[src/rtl/rf_wb_arbiter.sv]
// Register-file write-port arbiter: round-robin over N_REQ write-back sources, plus x1..x31 clear sweep.
// Latency: a beat accepted at edge k drives rf_we/rf_a3/rf_wd3 during cycle k..k+1 (one registered stage).
// Backpressure: req_ready is a combinational one-hot grant, 0 during sweep, clear_req or reset; RF never stalls.
module rf_wb_arbiter #(
  parameter int N_REQ      = 3,
  parameter int AW         = 5,
  parameter int DW         = 32,
  parameter int INIT_CLEAR = 1
) (
  input  logic                clk,
  input  logic                reset,
  input  logic                clear_req,
  input  logic [N_REQ-1:0]    req_valid,
  input  logic [N_REQ*AW-1:0] req_addr,
  input  logic [N_REQ*DW-1:0] req_data,
  output logic [N_REQ-1:0]    req_ready,
  output logic                rf_we,
  output logic [AW-1:0]       rf_a3,
  output logic [DW-1:0]       rf_wd3,
  output logic                busy
);

  localparam int PW = (N_REQ > 1) ? $clog2(N_REQ) : 1;
  // Highest register index; for AW=5 this is x31.
  localparam logic [AW-1:0] LAST_REG = {AW{1'b1}};

  typedef enum logic {
    ST_INIT = 1'b0,
    ST_RUN  = 1'b1
  } state_t;

  localparam state_t RESET_STATE = (INIT_CLEAR != 0) ? ST_INIT : ST_RUN;

  state_t          state_q, state_d;
  logic [AW-1:0]   cnt_q, cnt_d;
  logic [PW-1:0]   rr_ptr_q, rr_ptr_d;
  logic            rf_we_q, rf_we_d;
  logic [AW-1:0]   rf_a3_q, rf_a3_d;
  logic [DW-1:0]   rf_wd3_q, rf_wd3_d;
  logic [N_REQ-1:0] grant_oh;
  logic            grant_vld;
  logic [PW-1:0]   grant_idx;
  logic [AW-1:0]   grant_addr;
  logic [DW-1:0]   grant_data;

  // Round-robin search: first asserted valid starting at rr_ptr, wrapping at N_REQ.
  always_comb begin
    int          idx;
    logic [PW-1:0] idx_w;
    grant_vld = 1'b0;
    grant_idx = '0;
    idx       = 0;
    idx_w     = '0;
    for (int k = 0; k < N_REQ; k++) begin
      idx = int'(rr_ptr_q) + k;
      if (idx >= N_REQ) idx = idx - N_REQ;
      idx_w = PW'(idx);
      if (!grant_vld && req_valid[idx_w]) begin
        grant_vld = 1'b1;
        grant_idx = idx_w;
      end
    end
  end

  assign grant_addr = req_addr[grant_idx*AW +: AW];
  assign grant_data = req_data[grant_idx*DW +: DW];

  // Next-state, grant and registered-write computation.
  always_comb begin
    state_d  = state_q;
    cnt_d    = cnt_q;
    rr_ptr_d = rr_ptr_q;
    rf_we_d  = 1'b0;
    rf_a3_d  = rf_a3_q;
    rf_wd3_d = rf_wd3_q;
    grant_oh = '0;
    case (state_q)
      ST_INIT: begin
        // clear_req is deliberately ignored here; the sweep always completes.
        rf_we_d  = 1'b1;
        rf_a3_d  = cnt_q;
        rf_wd3_d = '0;
        if (cnt_q == LAST_REG) begin
          cnt_d   = AW'(1);
          state_d = ST_RUN;
        end else begin
          cnt_d = cnt_q + AW'(1);
        end
      end
      default: begin
        if (clear_req) begin
          // No grant this cycle; any beat registered last edge still commits.
          state_d = ST_INIT;
        end else if (grant_vld) begin
          grant_oh[grant_idx] = 1'b1;
          rr_ptr_d = (grant_idx == PW'(N_REQ - 1)) ? '0 : grant_idx + PW'(1);
          rf_a3_d  = grant_addr;
          rf_wd3_d = grant_data;
          // x0 beats are consumed but never reach the register file.
          rf_we_d  = (grant_addr != '0);
        end
      end
    endcase
  end

  // State and output registers; reset discards any in-flight beat.
  always_ff @(posedge clk or negedge reset) begin
    if (!reset) begin
      state_q  <= RESET_STATE;
      cnt_q    <= AW'(1);
      rr_ptr_q <= '0;
      rf_we_q  <= 1'b0;
      rf_a3_q  <= '0;
      rf_wd3_q <= '0;
    end else begin
      state_q  <= state_d;
      cnt_q    <= cnt_d;
      rr_ptr_q <= rr_ptr_d;
      rf_we_q  <= rf_we_d;
      rf_a3_q  <= rf_a3_d;
      rf_wd3_q <= rf_wd3_d;
    end
  end

  assign req_ready = reset ? grant_oh : '0;
  assign rf_we     = rf_we_q;
  assign rf_a3     = rf_a3_q;
  assign rf_wd3    = rf_wd3_q;
  assign busy      = (state_q == ST_INIT);

endmodule

[config.mk]
export PLATFORM = sky130hd
export DESIGN_NAME = rf_wb_arbiter
export DESIGN_NICKNAME = d
export VERILOG_FILES = /design/src/rtl/rf_wb_arbiter.sv
export SDC_FILE = /design/constraint.sdc
export NUM_CORES = 1
export LEC_CHECK = 0
export CORE_AREA = 5 5 106 108
export CTS_BUF_LIST = sky130_fd_sc_hd__clkbuf_4 sky130_fd_sc_hd__clkbuf_8
export CTS_CLUSTER_DIAMETER = 50
export DETAILED_ROUTE_END_ITERATION = 8
export DIE_AREA = 0 0 111 113
export PLACE_DENSITY = 0.7
export SLEW_MARGIN = 30
export SYNTH_ARGS = -nofsm -noshare
export SYNTH_HDL_FRONTEND = slang
export SYNTH_SLANG_ARGS = --single-unit
[constraint.sdc]
create_clock -name clk -period 3.37 [get_ports clk]
set_input_delay 1.011 -clock clk [delete_from_list [all_inputs] [get_ports clk]]
set_output_delay 1.011 -clock clk [all_outputs]
set_load 0.02 [all_outputs]
==> reports/metrics.csv, run 1 <==
metric,value,unit
synth_top_area_frac,0.377,
io_pins,159,
coreArea,10100,um^2
grt_pass1_wl,15500,um
initial_core_util,0.294,
track_usage,0.150,
skew,0.00409,ns
post_drt_wl_per_cell,16.2,um
grt_max_degree,79,
ys.flop_type,dfrtp_1,
synth.distinct_cells,54,
cts_buffers,5,
stdcell_count,601,
synthToLayoutAreaGrowth,63.6,%
root_buffer,clkbuf_8,
hold_viol,0,
cts_max_path_buffers,2,
gp_congestion,0.927,
yosys-top-cells-area,"dfrtp_1, mux2i_1, a22o_1",
p_leak,2.03,nW
drc,0,
synthCells,300,
final_cell_mix,"clkdlybuf4s50_1, dfrtp_1, nand2_1, mux2i_1, a22o_1",
critPathArrivalTime,2.29,ns
outcome,"finished, final reports clean",
relSlewSlack,0.585,
worstPathMaxFanout,4,
grt_pass1_vias,3079,
criticalPathCategory,input port to output pin,
ant_nets,0,
mappedNetlistNets,423,
die_width,111,um
grt.overflow.total,0,
first_pass_iters,4,
clk_pin_slew,0.08,ns
async_flop_share,1.00,
endpoint_kind,output pin,
cts.sinks,46,
fin_crit,3.30,ns
finalSetupViolations,0,
finalSetupTns,0,ns
clk-insertion-delay-late,0.30,ns
required,2.36,ns
fin_util,0.481,
power_density,736,nW/um^2
dieHeight,113,um
synth.largest_area_cell,dfrtp_1,
tightest_slew,0.623,ns
maxSlewViolCount,0,
max_freq,303,MHz
yosys_warnings,0,
routed_wl,9760,um
postLayoutSetupSlackWorst,0.0736,ns
max_cap_viol_count,0,
pre_cts_ws,-0.840,ns
antenna_cells,0,
final_common_cell,clkdlybuf4s50_1,
via_per_inst,4.85,
yosysSeqAreaShare,0.386,
portBuffers,158,
dp_hpwl,7680,um
synth_edf_count,0,
drt-initial-drc-count,105,
vdd_drop_max,0.376,mV
holdBufCountCts,0,
period_share,0.978,
die_area,12500,um^2
htree_levels,2,
hold_path_class,register to register,
synth_area,2980,um^2
vias,2914,
worstSetupStartpointType,input port,
rsz0062_at_grt,false,
ys_ff_latch,46,
dp.cells,592,
nets,587,
drive_gt1_frac,0.144,
avgSynthCellArea,9.95,um^2
rows,37,
antenna_found_initial,0,
cts_tree,yes,
-- cell type report --
type                       instances  area (um^2)
clock buffer                       5         68.8
tap                              136          170
inverter                           5         18.8
fill                             977         5260
sequential                        46         1150
clock inverter                     3         18.8
timing repair buffer             180         1730
multi-input combinational        226         1720
-- final timing paths --
check	to	slack, ns	cells after the start	startpoint
worst min register to register	rf_wd3[15]$_DFFE_PN0P_	0.51	1	rf_wd3[15]$_DFFE_PN0P_
worst max-delay path	req_ready[1]	0.07	7	req_valid[2]
min in group asynchronous	rf_wd3[30]$_DFFE_PN0P_	0.55	1	reset
worst min-delay path	rf_wd3[15]$_DFFE_PN0P_	0.51	1	rf_wd3[15]$_DFFE_PN0P_
max in group asynchronous	rf_wd3[17]$_DFFE_PN0P_	2.22	2	reset
worst max register to register	rf_we$_DFF_PN0_	0.39	12	rr_ptr_q[1]$_DFFE_PN0P_
-- per-stage QoR --
| stage | total power (W) | cell area [um^2] | hold WS, ns |
|---|---|---|---|
| global placement | 0.00313 | 4740 | 0.488 |
| floorplan | 0.00253 | 2990 | 0.465 |
| CTS | 0.00356 | 4840 | 0.515 |
| finish | 0.00359 | 4880 | 0.509 |
| detailed placement | 0.00319 | 4740 | 0.490 |
| global route | 0.00388 | 4880 | 0.519 |
-- registers in the layout, summed over array words and instances, names as in the netlist --
| name | cells |
|---|---|
| cnt_q | 5 |
| rr_ptr_q | 2 |
| rf_a3 | 5 |
| state_q | 1 |
| rf_wd3 | 32 |
| rf_we | 1 |
-- cells in the mapped netlist, types with 3 or more instances --
cell type,number
o21ai_0,13
buf_2,5
nor3_1,5
dfrtp_1,45
mux2i_1,39
and3_1,3
a31oi_1,3
inv_1,5
buf_8,3
a221oi_2,3
a22o_1,32
o21ai_1,29
nand2_1,40
a21oi_1,3
ha_1,6
a211oi_1,4
nor2_1,9
clkbuf_1,10
-- cells by family after synthesis --
family                   count (synthesis)  synth area share
adder cells (fa/ha/maj)                  6            0.0252
buffers and inverters                   28            0.0608
flip-flops                              46             0.386
AND/OR/NAND/NOR                         73             0.121
multiplexers                            45             0.156
AO/OA/AOI/OAI                          102             0.251
-- where the power goes --
part | internal [W] | switching (W) | total [W]
Clock | 0.000146 | 0.000193 | 0.000339
Sequential | 0.000711 | 0.000122 | 0.000832
Combinational | 0.00115 | 0.00127 | 0.00242
Total | 0.00201 | 0.00159 | 0.00359
-- critical path, stage by stage --
cell,delay (ns)
clkdlybuf4s15_2,0.21
mux2i_2,0.09
o221ai_2,0.23
and4bb_2,0.29
a21oi_2,0.14
and3_4,0.20
buf_6,0.11
-- routing by layer --
layer / GRT usage / part of all wire / up-vias
met5: 0 / 0 / -
li1: - / - / 1434
met3: 0.0417 / 0.057 / 10
met4: 0.0386 / 0.014 / 0
met1: 0.174 / 0.41 / 1370
met2: 0.272 / 0.51 / 100
-- timing repair --
action | 4_1_cts | 5_1_grt
pin swaps | 4 | 4
setup buffers | 1 | 0
cloned | 0 | 0
endpoints found under the hold margin | 0 | 0
resized for setup | 24 | 14
setup endpoints to repair | 7 | 7
(Power assumes the default switching activity.)
==> inputs of run 2 (changes only) <==
--- a/config.mk
+++ b/config.mk
@@ -10,6 +10,7 @@
 export CTS_CLUSTER_DIAMETER = 50
 export DETAILED_ROUTE_END_ITERATION = 8
 export DIE_AREA = 0 0 111 113
+export GPL_TIMING_DRIVEN = 1
 export PLACE_DENSITY = 0.7
 export SLEW_MARGIN = 30
 export SYNTH_ARGS = -nofsm -noshare
==> results of run 2 <==
The final DEF is identical to that of run 1; final timing and power are the same.
==> edit 1: new RTL, config.mk and constraints of run 2 <==
Set the parameter `AW` to 7 (it was 5). Comments in the files are not updated.
--- a/src/rtl/rf_wb_arbiter.sv
+++ b/src/rtl/rf_wb_arbiter.sv
@@ -5,3 +5,3 @@
   parameter int N_REQ      = 3,
-  parameter int AW         = 5,
+  parameter int AW         = 7,
   parameter int DW         = 32,
Interface: changed (resized req_addr and rf_a3); port bits go from 159 to 167. No check against the original RTL was run, so the function may have changed too.
==> edit 1 against run 2 <==
- power is 15% lower
- core utilization is 2.6 points higher
- wire length rose by 7.3%
- first-iteration DRC count is 12% lower
- sequential cell count is 4 higher
- setup slack got worse by 0.011 ns
- die area unchanged
- cell count increased by 9.8%
- worst hold slack worse by 0.0062 ns
- synthesized area grew 4.4%
- clock skew grew 0.0058 ns
- cell area is 5.3% higher
- sequential power decreased by 6.4%
- critical path depth grew 2
- critical path type unchanged
- largest cell class unchanged
==> edit 1: results (changes against run 2) <==
Comb power frac: 63.4% (-4.0 points)
Iteration-0 DRC Markers: 92 (-12%)
synthesized area per cell: 8.78 um2 (-12%)
DP HPWL: 7.98 mm (+3.9%)
Clock Skew: 0.00986 ns (+0.00578 ns)
relative slew slack: 48.6% (-9.8 points)
pre-CTS setup slack: -0.847 ns (-0.00734 ns)
vias in the first global route: 3259 (+5.8%)
status: finished, final reports clean
RePlAce Congestion: 0.854 (-7.8%)
Hold Crit Start: cnt_q[2]
pin count of the biggest net entering global routing: 75 (-5.1%)
R2R Setup Slk: 0.29 ns (-0.10 ns)
Peak supply drop: 404 uV (+7.4%)
Worst path slowest cell: o21a_1
LEAKAGE: 2.15 nW (+6.0%)
Flop+latch power: 779 uW (-6.4%)
Yosys cell types: 44 (-19%)
top area cells in the synthesized netlist: dfrtp_1, mux2i_1, nor2_1
DP Area: 0.00500 mm2 (+5.5%)
global-route wire length before repair: 16.7 mm (+7.2%)
share of power burned in the clock network: 11.2% (+1.8 points)
share of layout cells above drive strength 1: 11.3% (-3.1 points)
Crit path largest cell delay: 0.20 ns (-0.09 ns)
Psw: 1.28 mW (-19%)
met2 GRT Util: 28.9% (+1.7 points)
Total Routing Usage GR: 16.1% (+1.1 points)
metal3 WL: 465 um (-16%)
M3 GR Usage: 3.16% (-1.0 points)
Finished Layout Cells: 660 (+9.8%)
crit-path max FO: 3 (-1)
Synthesized Nets: 483 (+14%)
Metal-1 WL: 4.37 mm (+8.2%)
post-DR wirelength/cell: 15.9 um (-2.3%)
# nets final: 651 (+11%)
I/O Buffers: 166 (+5.1%)
[edit 1: cell types whose count changed in the layout (fill, tap and decap cells not counted), sizes merged, moves of 6 or more]
cell / before / now
nand2: 40 / 15
a211oi: 4 / 32
o21ai: 44 / 5
nor2: 11 / 81
clkdlybuf4s50: 151 / 159
a22o: 32 / 2
nor3: 7 / 1
a21oi: 4 / 43
mux2i: 39 / 47
[edit 1: worst max-delay path by stage]
stage	startpoint	endpoint	slack (ns)	depth (start not counted)
floorplan	req_valid[0]	req_ready[2]	-0.08	8
global placement	req_valid[0]	req_ready[1]	-0.78	9
detailed placement	req_valid[0]	req_ready[1]	-0.85	9
CTS	req_valid[0]	req_ready[1]	0.01	9
global route	rr_ptr_q[0]	req_ready[1]	-0.009	10
finish	req_valid[0]	req_ready[1]	0.06	9
[edit 1: final cells by class]
cell class,count,area (um2)
clock buffers,5,68.8
clock inverters,3,21.3
fillers,959,5000
inverters,5,18.8
multi-input cells,271,1780
flip-flops and latches,50,1250
well taps,136,170
repair buffers,190,1830
[edit 1: logic make-up (layout without fill, tap and decap cells)]
kind of cell	after synthesis	count (layout)	share of synthesized area (%)
AOI/OAI and AO/OA	97	97	19.9
xor gates and xnor gates	6	6	1.69
adders and majority gates	5	5	2.01
buffers and inverters	34	203	5.06
DFF	50	50	40.2
muxes	49	49	15.8
and+or+nand+nor	114	114	15.3
[edit 1: repair_timing]
item                       in CTS  in global routing
setup endpoints to repair      31                 14
resized for setup              26                 17
cloned                          0                  0
setup buffers                   1                  1
pin swaps                       3                  8
[edit 1: worst max-delay path: cells and delay by family]
family | cells | cell delay [ns]
AO/OA/AOI/OAI | 4 | 0.75
buffers and inverters | 2 | 0.21
AND/OR/NAND/NOR | 3 | 0.32
==> edit 2: new RTL, flow settings as in run 2 <==
Made on the original files. Reset style: synchronous (`reset`), changed in one clocked block.
--- a/src/rtl/rf_wb_arbiter.sv
+++ b/src/rtl/rf_wb_arbiter.sv
@@ -106,3 +106,3 @@
   // State and output registers; reset discards any in-flight beat.
-  always_ff @(posedge clk or negedge reset) begin
+  always_ff @(posedge clk) begin
     if (!reset) begin
Formal check against the unedited RTL: differs if reset is asserted again (counterexample within 4 cycles, from zero or initial values and one cycle with reset low); with reset held inactive, the same outputs for 10 cycles.
==> edit 2 against run 2 <==
- wire length up 0.76%
- setup slack got worse by 0.0015 ns
- cell area grew 0.38%
- sequential cell count unchanged
- maximum frequency about the same
- critical endpoint unchanged
- worst hold slack worse by 0.026 ns
- synthesized area decreased by 6.7%
Power is not compared: it rests on default switching activity, and its combinational part moved more than twofold at a synthesized area within 25%.
==> edit 2: results (changes against run 2) <==
status: finished, final reports clean
Yosys cell types: 50 (-7.4%)
Synthesized Nets: 439 (+3.8%)
Clock Skew: 0.00341 ns (-0.000679 ns)
Synth Flop Type: dfxtp_1
initial antenna violation count: 0 (unchanged)
pin count of the biggest net entering global routing: 48 (-39%)
I/O Buffers: 158 (unchanged)
relative slew slack: 67.1% (+8.6 points)
global-route wire length before repair: 15.6 mm (+0.44%)
worst-case clock buffer depth: 2 (unchanged)
DP HPWL: 7.48 mm (-2.7%)
synth warn: 0 (unchanged)
sw frac: 24.3%
Crit path largest cell delay: 0.37 ns (+0.08 ns)
RePlAce Congestion: 0.882 (-4.8%)
dpl cells: 612 (+3.4%)
vias per cell: 4.83 (-0.29%)
clk root buf: clkbuf_8
Async S/R FF share, synth: 0% (-100 points)
Total Routing Usage GR: 15.0% (about the same)
share of layout cells above drive strength 1: 14.8% (+0.43 points)
Iteration-0 DRC Markers: 183 (+74%)
sequential share of the synthesized area: 33.1% (-5.5 points)
Post-synth top cells: dfxtp_1, mux2i_1, nor2_1, a21oi_1, a22o_1
final wirelength: 9.83 mm (+0.76%)
1st-pass router iterations: 4 (unchanged)
vias in the first global route: 3124 (+1.5%)
worst hold path type: reg2reg
post-synthesis cell count: 316 (+5.3%)
crit-path max FO: 4 (unchanged)
CTS Buf Count: 5 (unchanged)
Clock transition at path regs: 0.09 ns
pre-CTS setup slack: -0.787 ns (+0.0535 ns)
later-pin clock latency in the skew report: 0.29 ns
FILL cells: 969 (-0.82%)
Ant. Diodes: 0 (unchanged)
via count: 3036 (+4.2%)
H-Tree Depth: 2 (unchanged)
Worst path slowest cell: or3_1
top area cells in the synthesized netlist: dfxtp_1, mux2i_1, a22o_1
Largest register FFs: 32 (unchanged)
Peak supply drop: 164 uV
LEAKAGE: 1.95 nW
edit 2: changes by cell type after synthesis, sizes merged, moves of 4 or more:
cell / delta
dfxtp: +46
dfrtp: -45
a21oi: +31
nand2: -30
nor2: +29
o21ai: -26
buf: +9
clkbuf: -8
a211oi: -4
mux2: -4
edit 2: path summary, 6_finish.rpt:
| kind | startpoint | to | slack, ns | cells past startpoint |
|---|---|---|---|---|
| setup / recovery | req_valid[2] | req_ready[1] | 0.07 | 7 |
| hold / removal | rf_wd3[7] | rf_wd3[7] | 0.48 | 1 |
| setup reg to reg | rr_ptr_q[1] | rf_wd3[28] | 0.67 | 12 |
| hold reg to reg | rf_wd3[7] | rf_wd3[7] | 0.48 | 1 |
edit 2: worst max-delay path: cells and delay by family:
| kind | cells | cell delay (ns) |
|---|---|---|
| AO/OA/AOI/OAI | 2 | 0.32 |
| buffers and inverters | 2 | 0.24 |
| AND/OR/NAND/NOR | 3 | 0.71 |
edit 2: final cells by class:
cell class / count / area share (%)
Multi-Input combinational cell: 238 / 36.2
Tap cell: 136 / 3.47
Clock buffer: 5 / 1.40
Sequential cell: 46 / 18.8
Inverter: 8 / 0.613
Timing Repair Buffer: 192 / 38.6
Clock inverter: 3 / 0.894
edit 2: metal layers:
layer,up-vias,routed length [um],share of wire [%],track usage (%)
li1,1526,-,-,-
met1,1400,4280,44,18.1
met2,104,4910,50,26.5
met3,6,557,5.7,3.96
met4,0,75,0.76,3.61
met5,-,0,0,0
edit 2: power by group through the flow:
stage                     combinational, mW  clock [mW]  sequential [mW]
after floorplan                       0.124           0            0.574
after global placement                0.306           0            0.571
after detailed placement              0.312           0            0.571
after CTS                             0.320       0.429            0.559
after global routing                  0.345       0.457            0.560
final                                 0.319       0.415            0.559
edit 2: cells by family (layout without fill, tap and decap cells):
kind of cell             count (synthesis)  in the layout  share of synthesized area, %
buffers and inverters                   32            208                          5.93
AO/OA/AOI/OAI                          111            111                          28.9
flip-flops                              46             46                          33.1
multiplexers                            43             43                          15.7
AND/OR/NAND/NOR                         78             78                          13.8
adder cells (fa/ha/maj)                  6              6                          2.70
edit 2: through the flow:
stage | instance area, um2 | hold WS [ns]
after CTS | 4870 | 0.488
final | 4900 | 0.483
after global placement | 4640 | 0.460
after global routing | 4900 | 0.501
after floorplan | 2790 | 0.464
after detailed placement | 4640 | 0.463
edit 2: repair_timing:
action,CTS,global route
gates cloned,1,0
gates resized for setup,36,7
endpoints found under the hold margin,0,0
setup buffers,7,0
endpoints found under the setup margin,3,3
pin swaps,8,2
